## src/rtl/network_bf_wb.sv

```systemverilog
// Butterfly write-back stage: delays the read address by the butterfly latency and issues in-place 4-bank writes.
// Optional protocol checker enabled by defining NETWORK_BF_WB_CHK_EN.
module network_bf_wb #(
    parameter int data_width = 12,
    parameter int addr_width = 7,
    parameter int groups     = 128
) (
    input  logic                  clk,
    input  logic                  rst,
    input  logic                  sel,
    input  logic                  start,
    input  logic                  rd_valid,
    input  logic [addr_width-1:0] rd_addr,
    input  logic [data_width-1:0] d0,
    input  logic [data_width-1:0] d1,
    input  logic [data_width-1:0] d2,
    input  logic [data_width-1:0] d3,
    output logic                  wen,
    output logic [addr_width-1:0] waddr,
    output logic [data_width-1:0] wdata0,
    output logic [data_width-1:0] wdata1,
    output logic [data_width-1:0] wdata2,
    output logic [data_width-1:0] wdata3,
    output logic                  busy,
    output logic                  stage_done,
    output logic                  err
);

    localparam int cnt_w  = $clog2(groups) + 1;
    localparam int depth  = 13;

    localparam logic [0:0] st_idle = 1'b0;
    localparam logic [0:0] st_run  = 1'b1;

    logic [0:0]            state;
    logic                  mode_q;
    logic [cnt_w-1:0]      wr_cnt;
    logic [depth-1:0]      dl_vld_p;
    logic [addr_width-1:0] dl_addr_p [depth];

    logic                  run;
    logic                  start_acc;
    logic                  rd_acc;
    logic                  tap_vld;
    logic [addr_width-1:0] tap_addr;
    logic                  wr_last;

    assign run       = (state == st_run);
    assign start_acc = start & ~run;
    assign rd_acc    = rd_valid & run;

    // Stage 7 matches the NTT butterfly latency, stage 13 the INTT latency.
    assign tap_vld  = mode_q ? dl_vld_p[12]  : dl_vld_p[6];
    assign tap_addr = mode_q ? dl_addr_p[12] : dl_addr_p[6];
    assign wr_last  = tap_vld & run & (wr_cnt == cnt_w'(groups - 1));

    // Address delay line, one entry per cycle
    always_ff @(posedge clk or negedge rst) begin
        if (!rst) begin
            dl_vld_p <= '0;
            for (int i = 0; i < depth; i++) begin
                dl_addr_p[i] <= '0;
            end
        end else begin
            dl_vld_p     <= {dl_vld_p[depth-2:0], rd_acc};
            dl_addr_p[0] <= rd_addr;
            for (int i = 1; i < depth; i++) begin
                dl_addr_p[i] <= dl_addr_p[i-1];
            end
        end
    end

    // Stage control; writes landing while idle are not counted toward any stage.
    always_ff @(posedge clk or negedge rst) begin
        if (!rst) begin
            state  <= st_idle;
            mode_q <= 1'b0;
            wr_cnt <= '0;
        end else if (start_acc) begin
            state  <= st_run;
            mode_q <= sel;
            wr_cnt <= '0;
        end else if (run && tap_vld) begin
            if (wr_last) begin
                state  <= st_idle;
                wr_cnt <= '0;
            end else begin
                wr_cnt <= wr_cnt + 1'b1;
            end
        end
    end

    // Write issue stage
    always_ff @(posedge clk or negedge rst) begin
        if (!rst) begin
            wen        <= 1'b0;
            stage_done <= 1'b0;
            busy       <= 1'b0;
            waddr      <= '0;
            wdata0     <= '0;
            wdata1     <= '0;
            wdata2     <= '0;
            wdata3     <= '0;
        end else begin
            wen        <= tap_vld;
            stage_done <= wr_last;
            if (start_acc) begin
                busy <= 1'b1;
            end else if (stage_done) begin
                busy <= 1'b0;
            end
            if (tap_vld) begin
                waddr  <= tap_addr;
                wdata0 <= d0;
                wdata1 <= d1;
                wdata2 <= d2;
                wdata3 <= d3;
            end
        end
    end

`ifdef NETWORK_BF_WB_CHK_EN
    logic [cnt_w-1:0] rd_cnt;
    logic             proto_err;

    assign proto_err = (rd_valid & ~run) | (start & run) |
                       (rd_acc & (rd_cnt >= cnt_w'(groups)));

    // Setting wins over the clear from a simultaneous accepted start.
    always_ff @(posedge clk or negedge rst) begin
        if (!rst) begin
            rd_cnt <= '0;
            err    <= 1'b0;
        end else begin
            if (start_acc) begin
                rd_cnt <= '0;
                err    <= 1'b0;
            end else if (rd_acc && (rd_cnt < cnt_w'(groups))) begin
                rd_cnt <= rd_cnt + 1'b1;
            end
            if (proto_err) begin
                err <= 1'b1;
            end
        end
    end
`else
    assign err = 1'b0;
`endif

endmodule

```

## config.mk

```make
export PLATFORM = sky130hd
export DESIGN_NAME = network_bf_wb
export DESIGN_NICKNAME = d
export VERILOG_FILES = /design/src/rtl/network_bf_wb.sv
export SDC_FILE = /design/constraint.sdc
export NUM_CORES = 1
export LEC_CHECK = 0
export CAP_MARGIN = 5
export CORE_MARGIN = 1.5
export CORE_UTILIZATION = 25
export CTS_CLUSTER_DIAMETER = 40
export DETAILED_ROUTE_END_ITERATION = 6
export PLACE_DENSITY = 0.49
export SLEW_MARGIN = 10
export SYNTH_ARGS = -nofsm -noshare
export SYNTH_HDL_FRONTEND = slang
export SYNTH_SLANG_ARGS = --single-unit
```

## constraint.sdc

```tcl
create_clock -name clk -period 4.25 [get_ports clk]
set_input_delay 0.85 -clock clk [delete_from_list [all_inputs] [get_ports clk]]
set_output_delay 0.85 -clock clk [all_outputs]
set_load 0.1 [all_outputs]
```

==> flow_summary.ini <==
[floorplan]
coreArea_um2 = 21100
floorplan.rows = 53
num_io_pins = 119
die-width_um = 150
dieArea_um2 = 22400
die_y_um = 150
start_util_pct = 25.6

[global_routing]
grt_max_degree = 94
antenna_found_initial = 1
gr-usage-all-layers_pct = 8.78
grt_pass1_vias = 2958
grt_overflow = 0
grt_pass1_wl_um = 15000

[sta]
finClkSkew_ns = 0.00706
max_slew_margin_pct = 33.2
setup_viol = 0
fmax_mhz = 359
rsz0062_at_grt = false
final_max_slew_viol_count = 0
hold_viol = 0
worst_slew_pin_slew_ns = 0.999
fin_tns_setup_ns = 0
period_minus_slack_ns = 2.79
period_share_pct = 65.5

[pwr]
power_mw = 4.78
vdd.ir_drop.worst_mv = 0.321
p_leak_nw = 3.15
pwr_density_cell_nw_per_um2 = 637

[clock_tree]
cts.path.max_buffers = 2
cts_sinks = 172
cts_tree = done
cts.repair.resized = 0
cts_buffers = 17
postCtsSetupRepairBufs = 0
clk_latency_ns = 0.42
cts_max_level = 4
cts_root_buffer = clkbuf_16
clkTransAtPathRegs_ns = 0.07
ctsHoldBuffers = 0

[logic_synthesis]
avgSynthCellArea_um2 = 17.8
syn-num-nets = 364
yosys.area.top_type = dfrtp_1
syn_inst = 303
netlist_area_um2 = 5390
ys_seq_area_share_pct = 79.9
synth_seq_cells = 172
yosys-top-cells-area = dfrtp_1 80%, mux2_2 11%, mux2i_1 1.5%, o21ai_0 0.93%, nand2_1 0.77%
synth-edff-count = 0
synth.distinct_cells = 28
synthFlopType = dfrtp_1
yosysTopAreaCellShare_pct = 79.9
async_flop_share_pct = 100
synth_warnings = 0

[setup_path]
r2r_start = mode_q$_DFFE_PN0P_
crit_start = wdata0[5]$_DFFE_PN0P_
arrival_ns = 1.94
slowest_delay_ns = 1.16
crit_type = flip-flop to output port
worst_ep_required_time_ns = 3.40
crit_fanout = 2
crit_family = buffers and inverters
critical_path.endpoint_type = output port
start_kind = flip-flop
cp_slowest_cell = clkdlybuf4s50_1
timing.critical_path.buf_inv = 1
worstPathCellList = clkdlybuf4s50_1

[layout]
syn_to_final_growth_pct = 39.3
final_layout_size_suffix_gt1_share_pct = 20.5
num_antenna_cells = 0
final_cell_mix = 172 x dfrtp_1, 116 x clkdlybuf4s50_1, 51 x mux2_2
final_nets = 491
layout_commonest_cell = dfrtp_1

[routing]
drtIter0Drc = 98
vias_per_cell = 3.86
vias = 2773
routed_wl_um = 9120
routedWlPerCell_um = 12.7
ant_nets = 0
first_pass_iters = 4
drc = 0

[run_status]
status = finished clean

[job]
cap_violations = 0

[placed_design]
gp_congestion = 0.678
dp_hpwl_um = 5840
portBuffers = 117

[min_path]
hold_start = dl_addr_p[33]$_DFF_PN0_
hold_class = flip-flop to flip-flop
-- state kept, by name, summed over array words and instances (netlist names) --
register,count
stage_done,1
run,1
wdata2,12
busy,1
wr_cnt,8
dl_vld_p,13
mode_q,1
wdata1,12
wdata3,12
wdata0,12
wen,1
dl_addr_p,91
waddr,7
-- routing by layer --
layer	GRT usage, %	up-vias	routed length, um
li1	-	1265	-
met3	3.75	16	704
met1	10.7	1402	3970
met4	5.29	2	170
met2	12.8	88	4270
met5	0	-	11
-- final cells by class --
class,instances,area (um^2)
clock buffer,19,443
multi-input combinational,116,1010
timing repair buffer,120,1210
inverter,3,11.3
sequential,172,4300
clock inverter,13,181
fill,2028,13600
tap,275,344
-- stage by stage --
step	setup WS (ns)	hold slack, ns	cells	utilization (%)	cell area, um^2
final	1.46	0.341	718	35.6	7500
after global routing	1.42	0.345	718	35.6	7500
after CTS	1.43	0.344	718	35.6	7500
after detailed placement	1.89	0.335	686	32.6	6880
after global placement	1.92	0.331	686	32.6	6880
after floorplan	2.50	0.331	303	-	5390
-- synth_stat cells (all sizes together), types with 2 or more instances --
master   number
nand3         5
a21oi         5
nand2        11
nor2          6
mux2i         8
buf          10
clkbuf        2
mux2         51
a211oi        2
xnor2         4
inv           3
nand2b        2
o21ai        10
dfrtp       172
a2111oi       2
-- path summary, 6_finish.rpt --
check | endpoint | slack (ns) | cells past startpoint
max | wdata0[5] | 1.46 | 1
min | dl_addr_p[26]$_DFF_PN0_ | 0.34 | 0
max reg2reg | wdata3[3]$_DFFE_PN0P_ | 1.97 | 3
min reg2reg | dl_addr_p[26]$_DFF_PN0_ | 0.34 | 0
max in group asynchronous | dl_addr_p[23]$_DFF_PN0_ | 2.84 | 2
min in group asynchronous | wdata2[6]$_DFFE_PN0P_ | 0.51 | 1
-- report_power, final --
group | switching, mW | total, mW | internal (mW)
combinational | 0.899 | 1.25 | 0.346
sequential | 0.105 | 1.92 | 1.82
clock | 0.653 | 1.61 | 0.958
total | 1.66 | 4.78 | 3.12
-- logic make-up (layout without fill, tap and decap cells) --
| family | Yosys count | after routing | share of synthesized area (%) |
|---|---|---|---|
| adder cells (fa/ha/maj) | 1 | 1 | 0.232 |
| multiplexers | 59 | 59 | 12.1 |
| other | 1 | 1 | 0.0696 |
| flip-flops | 172 | 172 | 79.9 |
| AO/OA/AOI/OAI | 21 | 21 | 2.79 |
| buffers and inverters | 15 | 155 | 1.56 |
| AND/OR/NAND/NOR | 30 | 30 | 2.69 |
| XOR/XNOR | 4 | 4 | 0.650 |
(Power assumes the default switching activity.)
